$ cat src/rtl/retire_unit.sv
// retire_unit: in-order commit stage at the ROB head. Retires up to two
// completed entries per cycle, updates the committed register file, returns
// superseded physical tags to the free list and releases committed stores.
module retire_unit #(
  parameter int TAG_W = 6,
  parameter int ROB_W = 6
) (
  input  logic             clk,
  input  logic             reset,
  input  logic             head0_valid,
  input  logic             head0_complete,
  input  logic             head0_has_rd,
  input  logic [4:0]       head0_arch_rd,
  input  logic [TAG_W-1:0] head0_old_tag,
  input  logic [31:0]      head0_value,
  input  logic             head0_is_store,
  input  logic [ROB_W-1:0] head0_rob_index,
  input  logic             head1_valid,
  input  logic             head1_complete,
  input  logic             head1_has_rd,
  input  logic [4:0]       head1_arch_rd,
  input  logic [TAG_W-1:0] head1_old_tag,
  input  logic [31:0]      head1_value,
  input  logic             head1_is_store,
  input  logic [ROB_W-1:0] head1_rob_index,
  input  logic             fetch_complete,
  input  logic             rob_empty,
  output logic [1:0]       dequeue_count,
  output logic             freed_valid_1,
  output logic             freed_valid_2,
  output logic [TAG_W-1:0] freed_tag_1,
  output logic [TAG_W-1:0] freed_tag_2,
  output logic             store_commit_valid,
  output logic [ROB_W-1:0] store_commit_rob_index,
  output logic [31:0]      a0,
  output logic [31:0]      a1,
  output logic [31:0]      retired_total,
  output logic             done
);

  logic [31:0]      arch_reg_q [32];
  logic [31:0]      arch_reg_d [32];
  logic             freed_valid_1_q, freed_valid_1_d;
  logic             freed_valid_2_q, freed_valid_2_d;
  logic [TAG_W-1:0] freed_tag_1_q, freed_tag_1_d;
  logic [TAG_W-1:0] freed_tag_2_q, freed_tag_2_d;
  logic             store_commit_valid_q, store_commit_valid_d;
  logic [ROB_W-1:0] store_commit_rob_index_q, store_commit_rob_index_d;
  logic [31:0]      retired_total_q, retired_total_d;
  logic             done_q, done_d;

  logic retire0, retire1;
  logic write0, write1;

  // Retire decision: in-order, at most one store per cycle, nothing once done.
  always_comb begin
    retire0 = 1'b0;
    retire1 = 1'b0;
    if (!reset && !done_q) begin
      retire0 = head0_valid && head0_complete;
      retire1 = retire0 && head1_valid && head1_complete &&
                !(head0_is_store && head1_is_store);
    end
    write0        = retire0 && head0_has_rd && (head0_arch_rd != 5'd0);
    write1        = retire1 && head1_has_rd && (head1_arch_rd != 5'd0);
    dequeue_count = {1'b0, retire0} + {1'b0, retire1};
  end

  // Next-state for register file, free-list strobes, store commit, counters.
  always_comb begin
    arch_reg_d = arch_reg_q;
    // Slot 1 is younger, so its write is applied last and wins on a collision.
    if (write0) arch_reg_d[head0_arch_rd] = head0_value;
    if (write1) arch_reg_d[head1_arch_rd] = head1_value;
    arch_reg_d[0] = '0;

    freed_valid_1_d = write0;
    freed_valid_2_d = write1;
    freed_tag_1_d   = write0 ? head0_old_tag : freed_tag_1_q;
    freed_tag_2_d   = write1 ? head1_old_tag : freed_tag_2_q;

    store_commit_valid_d     = 1'b0;
    store_commit_rob_index_d = store_commit_rob_index_q;
    if (retire0 && head0_is_store) begin
      store_commit_valid_d     = 1'b1;
      store_commit_rob_index_d = head0_rob_index;
    end else if (retire1 && head1_is_store) begin
      store_commit_valid_d     = 1'b1;
      store_commit_rob_index_d = head1_rob_index;
    end

    retired_total_d = retired_total_q + 32'(dequeue_count);
    done_d          = done_q || (fetch_complete && rob_empty && (dequeue_count == 2'd0));
  end

  // State registers with asynchronous active-high reset.
  always_ff @(posedge clk or posedge reset) begin
    if (reset) begin
      arch_reg_q               <= '{default: '0};
      freed_valid_1_q          <= 1'b0;
      freed_valid_2_q          <= 1'b0;
      freed_tag_1_q            <= '0;
      freed_tag_2_q            <= '0;
      store_commit_valid_q     <= 1'b0;
      store_commit_rob_index_q <= '0;
      retired_total_q          <= '0;
      done_q                   <= 1'b0;
    end else begin
      arch_reg_q               <= arch_reg_d;
      freed_valid_1_q          <= freed_valid_1_d;
      freed_valid_2_q          <= freed_valid_2_d;
      freed_tag_1_q            <= freed_tag_1_d;
      freed_tag_2_q            <= freed_tag_2_d;
      store_commit_valid_q     <= store_commit_valid_d;
      store_commit_rob_index_q <= store_commit_rob_index_d;
      retired_total_q          <= retired_total_d;
      done_q                   <= done_d;
    end
  end

  assign freed_valid_1          = freed_valid_1_q;
  assign freed_valid_2          = freed_valid_2_q;
  assign freed_tag_1            = freed_tag_1_q;
  assign freed_tag_2            = freed_tag_2_q;
  assign store_commit_valid     = store_commit_valid_q;
  assign store_commit_rob_index = store_commit_rob_index_q;
  assign a0                     = arch_reg_q[10];
  assign a1                     = arch_reg_q[11];
  assign retired_total          = retired_total_q;
  assign done                   = done_q;

endmodule

$ cat config.mk
export PLATFORM = sky130hd
export DESIGN_NAME = retire_unit
export DESIGN_NICKNAME = d
export VERILOG_FILES = /design/src/rtl/retire_unit.sv
export SDC_FILE = /design/constraint.sdc
export NUM_CORES = 1
export LEC_CHECK = 0
export CAP_MARGIN = 20
export CORE_MARGIN = 4
export CORE_UTILIZATION = 47
export CTS_CLUSTER_SIZE = 24
export DETAILED_ROUTE_END_ITERATION = 8
export PLACE_DENSITY = 0.95
export SLEW_MARGIN = 20
export SYNTH_ARGS = -nofsm -noshare
export SYNTH_HDL_FRONTEND = slang
export SYNTH_SLANG_ARGS = --single-unit
$ cat constraint.sdc
create_clock -name clk -period 5.6 [get_ports clk]
set_clock_uncertainty 0.05 [all_clocks]
set_input_delay 0.84 -clock clk [delete_from_list [all_inputs] [get_ports clk]]
set_output_delay 0.84 -clock clk [all_outputs]
set_load 0.05 [all_outputs]
# Yosys cells after proc, flatten, opt, wreduce, memory -nomap -nowiden
# Index checks and enable logic that the tools add are counted.
[word_totals] regBits=1046 in_bits=110 out_inout_bits=120 word_cells=85
[op_classes] addsub=2 n_lt_le_gt_ge=4 muxes=14 bitwise_logic=2 reduce_logical=24
[op_table] cell="$bwmux 1024" n=2
[op_table] cell="$mux 1024" n=1
[op_table] cell="$mux 992" n=1
[op_table] cell="$demux 32 s5" n=2
[op_table] cell="$mux 32" n=2
[op_table] cell="$add 32x2->32" n=1
[op_table] cell="$logic_and 1x1->1" n=16
[op_table] cell="$ge 6x6->1 const B" n=2
[op_table] cell="$lt 6x1->1 const B" n=2
[op_table] cell="$mux 6" n=2
[op_table] cell="$not 5->6" n=2
[op_table] cell="$reduce_bool 5->1" n=2
[op_table] cell="$mux 1" n=4
[op_table] cell="$logic_not 1->1" n=3
[op_table] cell="$add 1x1->2" n=1
[op_table] cell="$logic_not 2->1" n=1
[op_table] cell="$reduce_bool 2->1" n=1
[op_table] cell="$logic_or 1x1->1" n=1

# Logic depth before layout (Yosys ltp)
# Gate-level depths: netlist (run 1).
[depth] word_depth=9 mapped_depth=12 depth_no_buf=10

# Worst setup path before layout (run 1)
# No wires, ideal clock.
[synth_timing] kind="input-to-reg" start="input port reset" end="register retired_total_q[20], in the netlist retired_total[20]" setup_time_ns=0.143 t_arrival_ns=3.678 required_time_ns=5.407 path_slack_ns=1.729 cell_stages=12 path_buffers=2 path_cell_list="nor4bb_1 -> buf_4 -> and4_4 -> ha_1 -> ha_1 -> inv_1 -> fa_1 -> and4b_1 -> and4_1 -> clkbuf_1 -> nand4_1 -> xnor2_1"
[synth_via] elab_chain_len=5 elab_cells_between_ends=6 cone_classes="add/sub: 2; mux: 2; reduce/logical: 2"
[synth_lines] element="from (decl)" line="9" text="input logic reset,"
[synth_lines] element="$logic_not 1->1 (no line) *"
[synth_lines] element="$logic_and 1x1->1 *" line="59" text="if (!reset && !done_q) begin"
[synth_lines] element="$mux 1" line="59"
[synth_lines] element="$add 1x1->2 *" line="66" text="dequeue_count = {1'b0, retire0} + {1'b0, retire1};"
[synth_lines] element="named net dequeue_count[0]" line="28" text="output logic [1:0] dequeue_count,"
[synth_lines] element="$add 32x2->32 *" line="92" text="retired_total_d = retired_total_q + 32'(dequeue_count);"
[synth_lines] element="named net retired_total_d[20]" line="49" text="logic [31:0] retired_total_q, retired_total_d;"
[synth_lines] element="to (signal assigned)" line="116" text="retired_total_q <= retired_total_d;"
[synth_lines] element="to (decl)" line="49"
# Mark *: on every way through the listed nets, which the timed path passes. The rest lies on a longest branch.
# A chain may end at the register's enable or synchronous reset.

# Final worst setup path (run 1)
[layout_timing] start="input port reset" end="output port dequeue_count[1]"
[layout_via] elab_chain_len=4 elab_cells_between_ends=5 cone_classes="add/sub: 1; mux: 2; reduce/logical: 2"
[layout_lines] element="$logic_not 1->1 (no line) *"
[layout_lines] element="$logic_and 1x1->1 *" line="59"
[layout_lines] element="$mux 1" line="59"
[layout_lines] element="$add 1x1->2 *" line="66"
[layout_lines] element="to (decl)" line="28"
# Mark *: on every way between the ends. The rest lies on a longest branch, timed or not.

==> results.md, run 1 <==
* Status: finished, final reports clean
* Synth unique cells at 35
* WP data required at 4.71 ns
* Crit path time final at 4.06 ns
* Synth warnings at 0
* Commonest cells after routing, fill and taps aside: clkdlybuf4s50_1, dfrtp_1, mux2_2, mux2_4, xnor2_1
* IO buf count at 229
* Routability cong. at 0.838
* Largest family of logic cells by synthesized area: multiplexers
* Via density at 5.34
* Max Cap Viol at 0
* Post-Synth Adder-Cell Area at 1.22%
* Most frequent CP cell: clkdlybuf4s50_1
* Main synth FF type: dfrtp_1
* Worst-case clock buffer depth at 2
* Global-route wire length before repair at 25,800 µm
* DR WL/cell at 19.8 µm
* Vias in the first global route at 4,909
* Tcrit/Tclk final at 72.5%
* Io pins at 230
* GR Overflow Total at 0
* Ys async rst share at 100%
* Measured slew at the worst slew-check pin at 0.779 ns
* Kind of critical path: input port to primary output
* Largest net degree at the start of global routing at 86
* Dpl hpwl at 11,600 µm
* RSZ-0062 raised after global routing: no
* #FFs+latches synth at 118
* Critical Path Start Type: input port
* Initial DRT Pass Iterations at 4
* Number of antenna violations at the first check in global routing at 0
* Post-CTS setup buffers at 0
* CTS H-tree depth at 4
* CP peak stage delay at 0.83 ns
* Post-synth top area cell: dfrtp_1
* Top-area cell type share of the netlist area at 51.3%
* Clock latency on the worst-skew pair at 0.41 ns
* DIE AREA at 14,100 µm²
* Fin. max-slew vios at 0
* FMAX at 246 MHz
* Pwr/cell area at 250 nW/µm²
* Hold-fix buffers, CTS at 0
* Diode count at 0
* Cell Rows at 40
* Num CTS Buffers at 17
* Hold Slack at 0.422 ns
* CTS clk-pin slew, worst paths at 0.06 ns
* CP top delay family: buffers and inverters
* DR DRC count at 0
* EDFF count, synth at 0
* Final Setup Violations at 0
* Core Region at 12,000 µm²
* Cells after Synth at 417
* Sequential share of the synthesized area at 51.3%
* Iter 0 DRT Violations at 190
* Initial core utilization at 47.9%
* Die height at 119 µm
* CP endpoint kind: primary output
* Syn Area/Cell at 13.8 µm²
* Xor/xnor share of the synthesized area at 4.56%
* Worst Path Arrival at 3.17 ns
* # resized after CTS at 0
* Worst Path Max Fanout at 5
* Layout area overhead at 51.9%
* Synth Area in Compound Gates at 1.15%
* Slew Limit Headroom at 47.6%
* Synthesized net count at 532
* VDD IR max at 0.130 mV
* Setup TNS at 0 ns
* Worst Hold Class: flip-flop to flip-flop
* Vias at 4,340
* Final hold violation count at 0
* CTS sink cnt at 118
* Antenna-violating nets left at 0
* CTS root buffer: clkbuf_16
* Leak at 4.09 nW
* All-Layer GR Usage at 23.2%
* Ranking of synthesized cells by area: dfrtp_1, mux2_2, mux2_4
* Mux cell area share after synthesis at 31.0%
* CP cell instances: clkdlybuf4s50_1 > nor4bb_1 > buf_4 > and4_4 > ha_1 > clkdlybuf4s50_1
* Post-Synth Simple-Gate Area at 7.95%
* Layout cell share with drive strength beyond 1 at 28.1%
* CP bufs+invs at 3
* Slowest cell on crit path: clkdlybuf4s50_1
* Leading cell type in the layout, fill and taps excluded: clkdlybuf4s50_1
* Synthesized area at 5760 µm²
* Post-Route WL at 16,100 µm
* CTS tree: built
* Die W at 119 µm
* Nets at 767
[cell usage after synthesis, types with 2 or more instances]
cell	n
and3_1	8
mux2_4	40
ha_1	4
clkbuf_1	3
nor2_1	14
buf_6	7
xnor2_1	25
and4_1	2
or3_1	4
buf_2	7
nor4_1	3
mux2i_1	6
nand4_1	14
nand2b_1	2
dfrtp_1	118
inv_1	6
nor3_1	2
mux2_2	100
nand3_1	13
nand2_1	13
xor2_1	5
inv_2	2
a21oi_1	7
[report_power, final]
part	total, mW	switching (mW)	internal (mW)
sequential	0.887	0.0133	0.874
clock	1.05	0.373	0.678
combinational	0.247	0.130	0.117
total	2.19	0.516	1.67
[per-stage QoR]
step / power (mW) / cells / setup slack [ns] / utilization [%] / area, µm²
after floorplan: 1.01 / 417 / 1.58 / - / 5760
after global placement: 1.14 / 780 / 1.56 / 67.9 / 8160
after detailed placement: 1.15 / 780 / 1.44 / 67.9 / 8160
after CTS: 2.20 / 812 / 1.59 / 72.8 / 8740
after global routing: 2.26 / 812 / 1.52 / 72.9 / 8750
final: 2.19 / 812 / 1.54 / 72.9 / 8750
[flip-flops by register name, summed over array words and instances (netlist names)]
register and count:
freed_valid_1 1, freed_tag_2 6, freed_valid_2 1, retired_total 32, freed_tag_1 6, a0 32
store_commit_valid 1, a1 32, done 1, store_commit_rob_index 6
[layout make-up]
class                           instances  area, µm²
Clock buffer                           25        515
Clock inverter                          7       67.6
Tap cell                              147        184
Multi-Input combinational cell        273       2670
Inverter                                8       35.0
Timing Repair Buffer                  234       2330
Fill cell                             798       3260
Sequential cell                       118       2950
[logic make-up after synthesis]
family / count (synthesis)
AOI/OAI and AO/OA: 10
xor gates and xnor gates: 30
adders and majority gates: 5
buffers and inverters: 26
DFF: 118
muxes: 146
and+or+nand+nor: 82
[worst register-to-register path: stages (launching register included)]
cell	delay, ns
dfrtp_1	0.41
nor4bb_1	0.29
buf_4	0.21
and4_4	0.26
ha_1	0.15
ha_1	0.18
inv_1	0.06
fa_1	0.42
and4b_1	0.32
and4_1	0.46
nand4_1	0.19
xnor2_1	0.17
[metal layers]
metal	track usage [%]	vias up	wire, µm
li1	-	1971	-
met3	7.27	33	1090
met4	8.98	0	366
met2	40.8	184	8300
met5	0	-	0
met1	26.3	2152	6340
[final timing paths]
kind                       depth (start not counted)                        start  slack, ns                           to
max in group asynchronous                          3                        reset       3.58              a0[2]$_DFF_PP0_
min reg2reg                                        1  retired_total[31]$_DFF_PP0_       0.42  retired_total[31]$_DFF_PP0_
max reg2reg                                       11               done$_DFF_PP0_       2.32  retired_total[28]$_DFF_PP0_
min                                                1  retired_total[31]$_DFF_PP0_       0.42  retired_total[31]$_DFF_PP0_
min in group asynchronous                          2                        reset       0.92   freed_tag_2[3]$_DFFE_PP0P_
max                                                6                        reset       1.54             dequeue_count[1]
No activity file was read; power rests on OpenSTA's default activity.
==> run 2, diff against run 1 <==
--- a/config.mk
+++ b/config.mk
@@ -7,10 +7,10 @@
 export LEC_CHECK = 0
 export CAP_MARGIN = 20
 export CORE_MARGIN = 4
-export CORE_UTILIZATION = 47
+export CORE_UTILIZATION = 40
 export CTS_CLUSTER_SIZE = 24
 export DETAILED_ROUTE_END_ITERATION = 8
-export PLACE_DENSITY = 0.95
+export PLACE_DENSITY = 0.9
 export SLEW_MARGIN = 20
 export SYNTH_ARGS = -nofsm -noshare
 export SYNTH_HDL_FRONTEND = slang
==> constraint.sdc (replaced) <==
create_clock -name clk -period 3.36 [get_ports clk]
set_clock_uncertainty 0.05 [all_clocks]
set_input_delay 0.504 -clock clk [delete_from_list [all_inputs] [get_ports clk]]
set_output_delay 0.504 -clock clk [all_outputs]
set_load 0.05 [all_outputs]
==> run 2 against run 1 <==
  * Setup slack got worse by 1.3 ns
  * First-iteration DRC count fell by 29%
  * Die area rose by 16%
  * Clock-buffer cell count did not move
  * Routed wire length fell by 0.94%
  * Clock power rose by 86%
  * Hold slack improved by 0.014 ns
  * Power rose by 76%
  * Register-to-register slack got worse by 1.9 ns
  * Critical path depth rose by 7
  * Sequential cell count did not move
  * Core utilization fell by 8.7 points
  * Critical endpoint is now retired_total[20]$_DFF_PP0_
  * Largest cell class unchanged
  * Highest routed layer unchanged
==> results.md, run 2 (synthesized netlist as in run 1, its figures left out) <==
* CTS root buffer: clkbuf_16
* GR Overflow Total at 0
* Reg2Reg Setup Slack at 0.44 ns
* Most frequent CP cell: buf_4
* Die W at 128 µm
* Placed instance area at 8330 µm²
* Crit Reg-Reg Startpoint: done$_DFF_PP0_
* Total power at 3.84 mW
* Core Region at 14,000 µm²
* VDD IR max at 0.269 mV
* Status: finished, final reports clean
* FMAX at 326 MHz
* Measured slew at the worst slew-check pin at 0.723 ns
* CP peak stage delay at 0.45 ns
* Worst setup path start: head0_complete
* Crit path time final at 3.07 ns
* Critical Path Start Type: input port
* P_sw at 0.864 mW
* Largest net degree at the start of global routing at 106
* Initial DRT Pass Iterations at 4
* Layout area overhead at 55.8%
* Multi-input logic area at 2660 µm²
* CTS tree: built
* CP bufs+invs at 4
* Clock power share at 50.7%
* Max Cap Viol at 0
* Iter 0 DRT Violations at 134
* Reg-to-Reg End: retired_total[20]$_DFF_PP0_
* Num CTS Buffers at 17
* Via density at 5.08
* RSZ-0062 raised after global routing: no
* Pwr/cell area at 428 nW/µm²
* Clock latency on the worst-skew pair at 0.41 ns
* Commonest cells after routing, fill and taps aside: clkdlybuf4s50_1, dfrtp_1, mux2_2, mux2_4, xnor2_1
* DR WL/cell at 18.6 µm
* CTS clk-pin slew, worst paths at 0.05 ns
* Post-Route WL at 15,900 µm
* CP cell instances: clkdlybuf4s50_1 > nor4bb_1 > buf_4 > and4_4 > ha_2 > ha_1 > inv_1 > fa_1 > and4b_1 > and4_1 > buf_4 > nand4_1 > xnor2_1
* Int Power at 2.97 mW
* Seq pwr share at 38.5%
* Routability cong. at 0.878
* Dpl hpwl at 11,600 µm
* Worst-case clock buffer depth at 2
* Worst Path Arrival at 3.31 ns
* Worst Path Max Fanout at 11
* Reg2Reg Depth at 12
* Hold-fix buffers, CTS at 0
* WP data required at 3.60 ns
* Final hold violation count at 0
* CTS sink cnt at 118
* Initial core utilization at 41.2%
* Instance count on the critical path at 13
* # fillers at 1,019
* Setup TNS at 0 ns
* Tcrit/Tclk final at 91.4%
* Antenna-violating nets left at 0
* Number of antenna violations at the first check in global routing at 0
* DIE AREA at 16,400 µm²
* # resized after CTS at 0
* Leak at 4.18 nW
* Leading cell type in the layout, fill and taps excluded: clkdlybuf4s50_1
* Hold Slack at 0.436 ns
* CP endpoint kind: flip-flop
* Design area at 8970 µm²
* Post-CTS setup buffers at 0
* Cell Rows at 43
* CP top delay family: simple AND/OR/NAND/NOR gates
* CTS H-tree depth at 4
* Kind of critical path: input port to flip-flop
* Slowest cell on crit path: clkdlybuf4s50_1
* Crit path to: retired_total[20]$_DFF_PP0_
* Slew Limit Headroom at 51.6%
* DR DRC count at 0
* Vias at 4,346
* Fin. max-slew vios at 0
* Io pins at 230
* All-Layer GR Usage at 19.9%
* Nets at 777
* Final Util at 64.1%
* Comb pwr share at 10.8%
* Diode count at 0
* IO buf count at 229
* Layout cell share with drive strength beyond 1 at 29.3%
* FF/Latch Area at 2950 µm²
* Vias in the first global route at 4,974
* Global-route wire length before repair at 25,600 µm
* Sw Share at 22.5%
* Final Setup Violations at 0
* Die height at 128 µm
* Worst Hold Class: flip-flop to flip-flop
run 2: changes by cell type in the layout (fill, tap and decap cells not counted), moves of 2 or more:
cell,delta
clkbuf_1,+2
clkbuf_8,-2
buf_12,+5
clkdlybuf4s50_1,-2
buf_4,+7
clkinv_2,-2
bufinv_16,+3
run 2: how the worst min path moves through the flow:
stage	start	to	slack, ns	cells after the start
finish	done$_DFF_PP0_	done$_DFF_PP0_	0.44	1
global route	done$_DFF_PP0_	done$_DFF_PP0_	0.46	1
CTS	done$_DFF_PP0_	done$_DFF_PP0_	0.44	1
floorplan	head1_value[0]	a1[0]$_DFF_PP0_	0.60	1
detailed placement	done$_DFF_PP0_	done$_DFF_PP0_	0.43	1
global placement	done$_DFF_PP0_	done$_DFF_PP0_	0.42	1
run 2: area by class of cell:
type | instances | share of cell area (%)
well taps | 180 | 2.51
clock buffers | 25 | 5.52
repair buffers | 244 | 27.4
multi-input cells | 273 | 29.6
flip-flops and latches | 118 | 32.9
clock inverters | 7 | 1.58
inverters | 8 | 0.377
run 2: metal layers:
metal  global-route usage, %  up-vias  part of all wire, %
met5                       0        -                    0
met4                    7.12        0                  1.8
met3                    6.83       28                  7.8
met2                    35.6      178                   53
met1                    21.8     2151                   38
li1                        -     1989                    -
run 2: per-stage QoR:
stage,instances,setup WS (ns)
after floorplan,417,0.0428
after global placement,823,-0.0621
after detailed placement,823,-0.161
after CTS,855,0.289
after global routing,855,0.117
final,855,0.289
run 2: power by group through the flow:
stage / combinational (mW) / clock (mW) / sequential [mW]
3_5_place_dp: 0.416 / 0 / 1.50
2_1_floorplan: 0.0623 / 0 / 1.62
4_1_cts: 0.418 / 1.98 / 1.48
3_3_place_gp: 0.406 / 0 / 1.50
5_1_grt: 0.439 / 2.06 / 1.48
6_report: 0.414 / 1.95 / 1.48
==> run 3, diff against run 2 <==
--- a/config.mk
+++ b/config.mk
@@ -5,7 +5,6 @@
 export SDC_FILE = /design/constraint.sdc
 export NUM_CORES = 1
 export LEC_CHECK = 0
-export CAP_MARGIN = 20
 export CORE_MARGIN = 4
 export CORE_UTILIZATION = 40
 export CTS_CLUSTER_SIZE = 24
==> results of run 3 <==
No change in the layout: final DEF, timing and power equal those of run 2.
==> patch, RTL diff (settings of run 3) <==
`freed_tag_1_q` no longer has a reset.
--- a/src/rtl/retire_unit.sv
+++ b/src/rtl/retire_unit.sv
@@ -101,3 +101,2 @@
       freed_valid_2_q          <= 1'b0;
-      freed_tag_1_q            <= '0;
       freed_tag_2_q            <= '0;
@@ -111,3 +110,2 @@
       freed_valid_2_q          <= freed_valid_2_d;
-      freed_tag_1_q            <= freed_tag_1_d;
       freed_tag_2_q            <= freed_tag_2_d;
@@ -118,2 +116,6 @@
     end
+  end
+
+  always_ff @(posedge clk) begin
+    freed_tag_1_q <= freed_tag_1_d;
   end
Formal check against the unedited RTL: not equivalent (Yosys sat finds a counterexample within 4 cycles, from zero or initial values and one cycle with reset high; the reset may be asserted at any time).
==> patch against run 3 <==
  * Total power decreased by 4.9%
  * Cell area decreased by 1.5%
  * Maximum frequency decreased by 0.57%
  * Die area decreased by 1.5%
  * Sequential cell count unchanged
  * Non-clock buffer count increased by 1
  * Sequential share of layout area increased by 0.84 points
  * Wire length decreased by 0.96%
  * Setup slack got worse by 0.017 ns
  * Synthesized cell count decreased by 1.9%
  * First-iteration DRC count decreased by 14%
  * Area after synthesis decreased by 1.6%
  * Largest power group unchanged
==> patch: results (changes against run 3) <==
Placement
  – Final GP Congestion: 0.897 (was 0.878)

Final layout
  – Clock buffers: 20 (was 25)
  – Share of layout cells above drive strength 1: 26.5% (was 29.3%)
  – Synth-to-layout area growth: 56.0% (was 55.8%)
  – Clock network area share: 6.64% (was 7.10%)
  – Sequential cell area: 2980 sq um (was 2950 sq um)
  – Seq Cell Count: 118 (unchanged)
  – Fillers: 1023 (was 1019)
  – Non-Clock Buffer Area Fraction: 27.8% (was 27.4%)
  – #MultiIn Comb: 266 (was 273)
  – Non-clock buffer count: 245 (was 244)

STA
  – Worst hold margin: 0.423 ns (was 0.436 ns)
  – Final period util: 91.9% (was 91.4%)

Synthesis
  – Synth top area cells: dfrtp_1 (49%), mux2_2 (17%), mux2_4 (7.9%), mux2_1 (3.4%), xnor2_1 (3.2%) (was dfrtp_1 (51%), mux2_2 (20%), mux2_4 (10%), xnor2_1 (3.8%), nand4_1 (1.5%))
  – Most frequent cells after synthesis: dfrtp_1 (112), mux2_2 (87), mux2_4 (30) (was dfrtp_1 (118), mux2_2 (100), mux2_4 (40))
  – Synth async-reset ratio: 94.9% (was 100%)
  – Distinct cell type count after synthesis: 34 (was 35)
  – EDFF count, synth: 6 (was 0)
  – Sequential area share after synthesis: 52.6% (was 51.3%)

Run status
  – Status: complete, no violations (unchanged)

Global route
  – Gr usage total: 19.3% (was 19.9%)
  – Vias in the first global route: 4814 (was 4974)
  – Global-route wire length before repair: 24.7 mm (was 25.6 mm)
  – Largest net degree at the start of global routing: 113 (was 106)

Power
  – Leakage power: 4.10 nW (was 4.18 nW)
  – Peak supply drop: 0.263 mV (was 0.269 mV)

Min path
  – Hold path startpoint: retired_total[31] (was done)

Drt
  – WL per Instance: 18.6 um (about the same)
  – Total vias in the final route: 4328 (was 4346)

Worst setup path
  – Cells on worst reg2reg path: 11 (was 12)
  – Crit path from: reset (was head0_complete)
  – RR Endpoint: retired_total[10] (was retired_total[20])
  – CP max FO: 6 (was 11)
[patch: changes by cell type after synthesis, sizes merged, moves of 2 or more]
| cell | change |
|---|---|
| nand2 | -2 |
| nand4b | +2 |
| xor2 | +4 |
| edfxtp | +6 |
| nor3 | +3 |
| nand4 | -2 |
| mux2 | -6 |
| xnor2 | -4 |
| dfrtp | -6 |
[patch: where the power goes]
| group | total (W) | internal, W | switching [W] |
|---|---|---|---|
| logic | 0.000367 | 0.000182 | 0.000185 |
| registers | 0.00148 | 0.00146 | 0.0000207 |
| clock network | 0.00180 | 0.00119 | 0.000615 |
| total | 0.00365 | 0.00283 | 0.000821 |
[patch: kinds of logic (layout without fill, tap and decap cells)]
| logic type | count (synthesis) | in the layout | synth area share [%] |
|---|---|---|---|
| xor+xnor | 30 | 30 | 4.64 |
| simple gates | 81 | 81 | 8.02 |
| compound gates | 10 | 10 | 1.06 |
| mux | 140 | 140 | 29.7 |
| fa+ha+maj | 5 | 5 | 1.24 |
| buf+inv | 25 | 283 | 2.74 |
| flops | 118 | 118 | 52.6 |
[patch: worst max-delay path, delay by kind of cell]
family	cells	cell delay, ns
AND/OR/NAND/NOR	5	1.03
adder cells (fa/ha/maj)	3	0.90
buffers and inverters	3	0.70
XOR/XNOR	1	0.20
[patch: metrics by stage]
stage	std cells	setup TNS [ns]	power (W)
5_1_grt	847	0	0.00379
3_5_place_dp	817	-0.400	0.00187
3_3_place_gp	817	-0.164	0.00186
6_report	847	0	0.00365
4_1_cts	847	0	0.00369
2_1_floorplan	409	0	0.00165
[patch: routing by layer]
metal	up-vias	track usage (%)	routed length, um
met1	2159	22.2	6320
met3	24	5.69	1080
li1	1972	-	-
met2	173	34.3	8110
met4	0	6.56	276
met5	-	0	0
